<file path="src/rtl/ws2812_frame_driver.sv">
// WS2812 strip driver: on each start it reads one colour per LED from a 1-cycle-latency ROM,
// blanks LEDs at or above the requested level, and streams GRB bits followed by a latch gap.
module ws2812_frame_driver #(
    parameter int N_LEDS = 16,
    parameter int T_BIT  = 63,
    parameter int T0H    = 20,
    parameter int T1H    = 40,
    parameter int T_RES  = 3000
) (
    input  logic        i_clk,
    input  logic        i_rst_n,
    input  logic        i_start,
    input  logic [7:0]  i_level,
    output logic        o_busy,
    output logic [7:0]  o_rom_addr,
    output logic        o_rom_ren,
    input  logic [23:0] i_rom_data,
    output logic        o_dout,
    output logic        o_done
);

    localparam int CNT_MAX = (T_RES > T_BIT) ? T_RES : T_BIT;
    localparam int CNT_W   = $clog2(CNT_MAX + 1);

    localparam logic [CNT_W-1:0] BIT_LAST  = CNT_W'(T_BIT - 1);
    localparam logic [CNT_W-1:0] RES_LAST  = CNT_W'(T_RES - 1);
    localparam logic [CNT_W-1:0] HI0       = CNT_W'(T0H);
    localparam logic [CNT_W-1:0] HI1       = CNT_W'(T1H);
    localparam logic [7:0]       LED_LAST  = 8'(N_LEDS - 1);
    localparam logic [8:0]       LEVEL_MAX = 9'(N_LEDS);

    typedef enum logic [2:0] {
        S_IDLE,
        S_FETCH,
        S_LOAD,
        S_SEND,
        S_LATCH
    } state_t;

    state_t           state_q;
    logic [7:0]       led_q;
    logic [8:0]       level_q;
    logic [23:0]      shift_q;
    logic [4:0]       bit_q;
    logic [CNT_W-1:0] cnt_q;
    logic             busy_q;
    logic             ren_q;
    logic             dout_q;
    logic             done_q;

    logic [CNT_W-1:0] cnt_d;
    logic [CNT_W-1:0] hi_len;

    // The shared timer counts bit phases in SEND and the latch gap in LATCH.
    assign cnt_d  = cnt_q + CNT_W'(1);
    assign hi_len = shift_q[23] ? HI1 : HI0;

    // NOTE: every register, datapath included, sits in the synchronous reset so an aborted
    // frame leaves no stale colour, index or timer behind for the next start.
    always_ff @(posedge i_clk) begin
        if (!i_rst_n) begin
            state_q <= S_IDLE;
            led_q   <= '0;
            level_q <= '0;
            shift_q <= '0;
            bit_q   <= '0;
            cnt_q   <= '0;
            busy_q  <= 1'b0;
            ren_q   <= 1'b0;
            dout_q  <= 1'b0;
            done_q  <= 1'b0;
        end else begin
            done_q <= 1'b0;
            case (state_q)
                S_IDLE: begin
                    // done_q is still high on the return cycle, so a start coinciding with it is dropped.
                    if (i_start && !done_q) begin
                        level_q <= ({1'b0, i_level} > LEVEL_MAX) ? LEVEL_MAX : {1'b0, i_level};
                        led_q   <= '0;
                        ren_q   <= 1'b1;
                        busy_q  <= 1'b1;
                        state_q <= S_FETCH;
                    end
                end
                S_FETCH: begin
                    ren_q   <= 1'b0;
                    state_q <= S_LOAD;
                end
                S_LOAD: begin
                    shift_q <= ({1'b0, led_q} < level_q)
                             ? {i_rom_data[15:8], i_rom_data[23:16], i_rom_data[7:0]}
                             : 24'h000000;
                    bit_q   <= 5'd23;
                    cnt_q   <= '0;
                    dout_q  <= 1'b1;
                    state_q <= S_SEND;
                end
                S_SEND: begin
                    if (cnt_q == BIT_LAST) begin
                        cnt_q <= '0;
                        if (bit_q == 5'd0) begin
                            dout_q <= 1'b0;
                            if (led_q == LED_LAST) begin
                                state_q <= S_LATCH;
                            end else begin
                                led_q   <= led_q + 8'd1;
                                ren_q   <= 1'b1;
                                state_q <= S_FETCH;
                            end
                        end else begin
                            bit_q   <= bit_q - 5'd1;
                            shift_q <= {shift_q[22:0], 1'b0};
                            dout_q  <= 1'b1;
                        end
                    end else begin
                        cnt_q  <= cnt_d;
                        dout_q <= (cnt_d < hi_len);
                    end
                end
                S_LATCH: begin
                    if (cnt_q == RES_LAST) begin
                        cnt_q   <= '0;
                        busy_q  <= 1'b0;
                        done_q  <= 1'b1;
                        state_q <= S_IDLE;
                    end else begin
                        cnt_q <= cnt_d;
                    end
                end
                default: state_q <= S_IDLE;
            endcase
        end
    end

    assign o_busy     = busy_q;
    assign o_rom_addr = led_q;
    assign o_rom_ren  = ren_q;
    assign o_dout     = dout_q;
    assign o_done     = done_q;

endmodule
</file>
<file path="config.mk">
export PLATFORM = sky130hd
export DESIGN_NAME = ws2812_frame_driver
export DESIGN_NICKNAME = d
export VERILOG_FILES = /design/src/rtl/ws2812_frame_driver.sv
export SDC_FILE = /design/constraint.sdc
export NUM_CORES = 1
export LEC_CHECK = 0
export CAP_MARGIN = 10
export CORE_ASPECT_RATIO = 1.4
export CORE_MARGIN = 1
export CORE_UTILIZATION = 54
export CTS_CLUSTER_SIZE = 28
export DETAILED_ROUTE_END_ITERATION = 6
export GPL_ROUTABILITY_DRIVEN = 0
export PLACE_DENSITY_LB_ADDON = 0.12
export SETUP_SLACK_MARGIN = 0.1
export SKIP_LAST_GASP = 1
export SYNTH_ARGS = -nofsm -noshare
export SYNTH_HDL_FRONTEND = slang
export SYNTH_SLANG_ARGS = --single-unit
</file>
<file path="constraint.sdc">
create_clock -name i_clk -period 2.85 [get_ports i_clk]
set_input_delay 0.855 -clock i_clk [delete_from_list [all_inputs] [get_ports i_clk]]
set_output_delay 0.855 -clock i_clk [all_outputs]
set_load 0.05 [all_outputs]
</file>
==> impl_results.md, run 1 <==
- Drt first pass iters: 4
- Detailed-route via count: 3086
- Initial detailed-routing violation count: 117
- Slew margin rel.: 53.5%
- Post-DRT Antenna Nets: 0
- Count leader, synth: dfxtp_1
- Reg2reg setup slack: 0.50 ns
- IO Port Bufs: 46
- Minimum clock period: 2.49 ns
- Layout fillers: 523
- Detailed-route wire length per cell: 14.7 um
- Synth Flop Type: dfxtp_1
- Rows: 33
- Largest net degree at the start of global routing: 29
- Top cells by area, synth: dfxtp_1, a221oi_1, nor2_1
- Post-synth EDFFs: 0
- Inst Count DP: 494
- Asr flop ratio synth: 0%
- Hold-fix buffers, CTS: 0
- Share of the clock period used by the worst path: 87.5%
- CTS tree: built
- Synth warn: 0
- Combinational share of power: 22.3%
- Setup crit end kind: primary output
- Max Clk Rate: 401 MHz
- Register area: 1280 sq um
- Worst skew pair latency: 0.34 ns
- Startpoint type of the worst setup path: register
- Pins Over Slew Limit: 0
- Syn Std Cell Area: 3230 sq um
- Final core utilization: 68.7%
- Switch Pwr: 793 uW
- Die Area: 6310 sq um
- Buf/Inv on CP: 1
- GRT Util Overall: 25.8%
- Setup-failing EPs final: 0
- Total CTS buffers: 9
- Hold Vio Cnt, Final: 0
- Syn Nets: 446
- Peak supply drop: 397 uV
- Power Internal: 1.87 mW
- Initial Utilization: 55.5%
- Synth Area in Simple Gates: 24.7%
- Final HPWL DP: 5070 um
- Post-synth top area cell: dfxtp_1
- RSZ-0062 raised after global routing: no
- Cts repair resizes: 0
- Top delay family on crit path: buffers and inverters
- Sequential power share: 41.0%
- Synth top cells by count: dfxtp_1, nor2_1, o21ai_0
- # IOs: 47
- Hold crit path type: register to register
- Setup TNS: 0 ns
- Clock buffer depth: 2
- XOR/XNOR Fraction of Synth Area: 3.25%
- Num Clock Sinks: 64
- Mean area per synthesized cell: 8.16 sq um
- Clk pwr share: 36.7%
- Total gr overflow: 0
- FF+latch count, synth: 64
- Synth top area share: 39.6%
- Die width: 67.4 um
- Max Clock Skew: 0.0106 ns
- Vias/cell: 6.05
- CP cell instances: clkdlybuf4s50_1
- Cells after synthesis: 396
- Worst Setup Path Type: register to primary output
- Total setup buffers inserted after CTS: 0
- Vias in the first global route: 2850
- Initial antenna violation count: 0
- Layout Nets: 485
- Root buf cell: clkbuf_8
- Core footprint: 5820 sq um
- WP data arrival: 1.64 ns
- Routed wire length: 7480 um
- Max-cap viol count: 0
- Post-synthesis compound-gate area fraction: 21.9%
- Sequential area share after synthesis: 39.6%
- Wire length of the first global-routing pass: 12500 um
- Mux cell area share after synthesis: 0%
- # diodes: 0
- Status: completed
- Layout Area Growth over Synthesis: 23.8%
- DRC violations left: 0
- Die H: 93.6 um
- Critical path data required time: 2.00 ns
- Lkg Pwr: 1.48 nW
- Adder-cell share of the synthesized area: 5.80%
- Layout Cells excl Fill: 510
- Share of cells above drive strength 1: 7.95%
- Multi-input gate area: 1800 sq um
- PwrDens: 666 nW/um^2
- Main combinational cell family by area after synthesis: simple AND/OR/NAND/NOR gates
- Clock-pin slew of the registers on the worst-case setup and hold paths: 0.08 ns
- Yosys cell types: 45
- Fin Hold WS: 0.447 ns
- Slowest stage delay, CP: 0.85 ns
- Critical path's slowest cell: clkdlybuf4s50_1
- H-tree depth: 3
- Slew @ Worst Pin: 0.692 ns
- Switching share of total power: 29.7%
- Critical path peak fanout: 7
-- stage by stage --
step / setup WS, ns / power [mW] / instance area (sq um)
floorplan: 0.471 / 1.51 / 3230
global placement: 0.426 / 1.69 / 3750
detailed placement: 0.339 / 1.70 / 3750
CTS: 0.353 / 2.67 / 4000
finish: 0.357 / 2.67 / 4000
global route: 0.313 / 2.80 / 4000
-- layout make-up --
| class | instances | area share (%) |
|---|---|---|
| Multi-Input combinational cell | 292 | 45.1 |
| Sequential cell | 64 | 32.0 |
| Timing Repair Buffer | 55 | 13.2 |
| Clock buffer | 10 | 3.44 |
| Clock inverter | 6 | 2.88 |
| Tap cell | 70 | 2.19 |
| Inverter | 13 | 1.22 |
-- final timing paths --
check                           cells past startpoint       endpoint           from
worst max-delay path                                1  o_rom_addr[4]  o_rom_addr[4]
worst min-delay path                                2     level_q[6]     level_q[6]
worst min register to register                      2     level_q[6]     level_q[6]
worst max register to register                      8  o_rom_addr[5]       bit_q[0]
-- power by group through the flow --
stage	registers [mW]	logic (mW)	clock network, mW
CTS	1.09	0.596	0.988
finish	1.09	0.594	0.980
floorplan	1.12	0.395	0
global route	1.11	0.665	1.02
detailed placement	1.11	0.593	0
global placement	1.11	0.580	0
-- layout by cell type (no fill, tap or decap), drive strengths merged, types with 4 or more instances in the layout --
| cell | Yosys | layout |
|---|---|---|
| nand2 | 19 | 19 |
| ha | 15 | 15 |
| clkbuf | 22 | 10 |
| a211oi | 5 | 5 |
| a21oi | 26 | 26 |
| dfxtp | 64 | 64 |
| a21o | 5 | 5 |
| or2 | 4 | 4 |
| o21ai | 36 | 36 |
| nand4 | 5 | 5 |
| nor3b | 4 | 4 |
| or3 | 4 | 4 |
| a221oi | 23 | 23 |
| buf | 5 | 9 |
| nor3 | 11 | 11 |
| nand3 | 18 | 18 |
| a31oi | 8 | 8 |
| nor4 | 7 | 7 |
| nor2 | 52 | 52 |
| xnor2 | 9 | 9 |
| clkdlybuf4s50 | 0 | 46 |
| nand3b | 6 | 6 |
| inv | 13 | 14 |
| nand2b | 4 | 4 |
-- metal layers --
layer	wire [um]	GRT usage [%]
met5	0	0
met3	203	5.85
met4	134	11.5
met1	3330	31.0
met2	3810	42.8
-- state kept, by name, summed over array words and instances (netlist names) --
register	count
state_q	3
level_q	8
o_rom_ren	1
o_dout	1
o_busy	1
bit_q	5
o_rom_addr	8
cnt_q	12
o_done	1
shift_q	24
-- kinds of logic (layout without fill, tap and decap cells) --
logic type | count (synthesis) | after routing
and+or+nand+nor | 153 | 153
xor gates and xnor gates | 12 | 12
AOI/OAI and AO/OA | 112 | 112
buffers and inverters | 40 | 84
DFF | 64 | 64
adders and majority gates | 15 | 15
No activity file was read; power rests on OpenSTA's default activity.
==> run 2: changes to the inputs <==
Settings changed: CORE_UTILIZATION 54 to 58, DONT_BUFFER_PORTS set to 1.
==> run 2 against run 1 <==
Compared with the run above:
- combinational power down 18%
- cell area down 11%
- sequential share of layout area up 3.8 points
- critical path depth up 7
- flip-flop and latch count unchanged
- critical path type is now register to register
==> impl_results.md, run 2 (synthesized netlist as in run 1, its figures left out) <==
- Cts repair resizes: 0 (unchanged)
- Final HPWL DP: 4820 um (-4.8%)
- Layout Area Growth over Synthesis: 10.7%
- Vias in the first global route: 2734 (-4.1%)
- Hold Vio Cnt, Final: 0 (unchanged)
- Hold Path Cell Cnt: 2 (unchanged)
- Max-cap viol count: 0 (unchanged)
- Detailed-route via count: 2904 (-5.9%)
- Peak supply drop: 539 uV (+36%)
- Setup crit end kind: register
- Routed wire length: 7200 um (-3.8%)
- Layout Cells excl Fill: 469 (-8.0%)
- Critical R2R Launch: bit_q[0]
- Rows: 31 (-6.1%)
- # IOs: 47 (unchanged)
- Total setup buffers inserted after CTS: 0 (unchanged)
- R2r worst-path depth: 8 (unchanged)
- Die width: 65.1 um (-3.4%)
- Hold-fix buffers, CTS: 0 (unchanged)
- Post-DRT Antenna Nets: 0 (unchanged)
- Critical path's slowest cell: or4b_4
- Pins Over Slew Limit: 0 (unchanged)
- Startpoint type of the worst setup path: register
- Vias/cell: 6.19 (+2.3%)
- Reg2reg setup slack: 0.51 ns (about the same)
- Share of cells above drive strength 1: 10.9% (+3.0 points)
- Reg with most FFs: shift_q
- Clock buffer depth: 2 (unchanged)
- Setup TNS: 0 ns (unchanged)
- DRC violations left: 0 (unchanged)
- Detailed-route wire length per cell: 15.4 um (+4.7%)
- Wire length of the first global-routing pass: 12400 um (-0.77%)
- Root buf cell: clkbuf_8
- GRT Util Overall: 27.0% (+1.2 points)
- Reg-to-Reg End: o_rom_addr[5]
- Die H: 90.3 um (-3.4%)
- Critical path peak fanout: 5 (-2)
- Num Clock Sinks: 64 (unchanged)
- Max FFs per register: 24 (unchanged)
- Drt first pass iters: 5 (+1)
- Core footprint: 5280 sq um (-9.4%)
- CTS tree: built
- RSZ-0062 raised after global routing: no
- Slew @ Worst Pin: 0.645 ns (-0.0470 ns)
- Slew margin rel.: 56.6% (+3.2 points)
- Cell mode on critical path: a21oi_1
- H-tree depth: 3 (unchanged)
- Hold EP: level_q[6]
- Minimum clock period: 2.34 ns (-0.151 ns)
- Total CTS buffers: 9 (unchanged)
- Fin Hold WS: 0.445 ns (-0.00218 ns)
- Inst Count DP: 453 (-8.3%)
- Biggest regs: shift_q: 24 flops, cnt_q: 12 flops
- # diodes: 0 (unchanged)
- Clock-pin slew of the registers on the worst-case setup and hold paths: 0.07 ns (about the same)
- Largest net degree at the start of global routing: 28 (-3.4%)
- Max Clock Skew: 0.00825 ns (-0.00238 ns)
- Status: completed
- Hold crit path type: register to register
- Worst skew pair latency: 0.35 ns (about the same)
- Slowest stage delay, CP: 0.48 ns (-0.37 ns)
- Initial detailed-routing violation count: 189 (+62%)
- Tot Pwr: 2.51 mW (-5.7%)
- Share of the clock period used by the worst path: 82.2% (-5.3 points)
- Total gr overflow: 0 (unchanged)
- PwrDens: 702 nW/um^2 (+5.4%)
- Max Clk Rate: 427 MHz (+6.4%)
- Initial Utilization: 61.3% (+5.8 points)
- Commonest non-fill, non-tap cells in the layout: dfxtp_1, nor2_1, o21ai_0, a21oi_1, a221oi_1
- Initial antenna violation count: 0 (unchanged)
- Setup-failing EPs final: 0 (unchanged)
- Commonest non-fill, non-tap cell in the layout: dfxtp_1
- IO Port Bufs: 0 (-100%)
- Min-delay src: level_q[6]
- CP cell instances: inv_1 > ha_1 > or4b_4 > and4b_2 > a21oi_1 > nor3_2 > or4b_1 > a21oi_1
- WP data arrival: 2.62 ns (+0.98 ns)
- Lkg Pwr: 1.35 nW (-8.8%)
- Worst Setup Path Type: register to register
- Critical path data required time: 3.13 ns (+1.13 ns)
- Die Area: 5880 sq um (-6.7%)
- Layout Nets: 448 (-7.6%)
-- run 2: final cells by class --
type / count / area [sq um]
inverters: 13 / 48.8
well taps: 66 / 82.6
fillers: 458 / 1700
flip-flops and latches: 64 / 1280
clock inverters: 6 / 91.3
multi-input cells: 292 / 1800
repair buffers: 18 / 135
clock buffers: 10 / 138
-- run 2: worst max path at each step --
stage                             start       endpoint  slack [ns]  cells past startpoint
after floorplan           o_rom_addr[3]    shift_q[10]        0.47                      8
after global placement         bit_q[0]  o_rom_addr[5]        0.62                      8
after detailed placement       bit_q[0]  o_rom_addr[5]        0.58                      8
after CTS                      bit_q[0]  o_rom_addr[5]        0.52                      8
after global routing           bit_q[0]  o_rom_addr[5]        0.32                      8
final                          bit_q[0]  o_rom_addr[5]        0.51                      8
-- run 2: layer usage --
metal	share of wire [%]	track usage, %	vias up
met2	50	45.1	74
met1	43	32.3	1365
li1	-	-	1452
met5	0	0	-
met3	5.1	4.92	13
met4	2.2	13.9	0
-- run 2: where the power goes --
group	internal (mW)	leakage, nW	total [mW]	switching, mW
Combinational	0.196	0.715	0.485	0.289
Clock	0.521	0.117	0.898	0.378
Sequential	1.01	0.521	1.13	0.117
Total	1.73	1.35	2.51	0.784
-- run 2: worst max-delay path: cells and delay by family (launching register included) --
| kind | cells | cell delay, ns |
|---|---|---|
| buf+inv | 1 | 0.12 |
| flops | 1 | 0.31 |
| fa+ha+maj | 1 | 0.17 |
| simple gates | 4 | 1.44 |
| compound gates | 2 | 0.24 |
-- run 2: stage by stage --
step / util (%) / worst slack (ns) / cell area [sq um]
2_1_floorplan: - / 0.471 / 3230
3_3_place_gp: 63.5 / 0.622 / 3350
3_5_place_dp: 63.5 / 0.576 / 3350
4_1_cts: 67.9 / 0.525 / 3580
5_1_grt: 67.9 / 0.324 / 3580
6_report: 67.9 / 0.508 / 3580
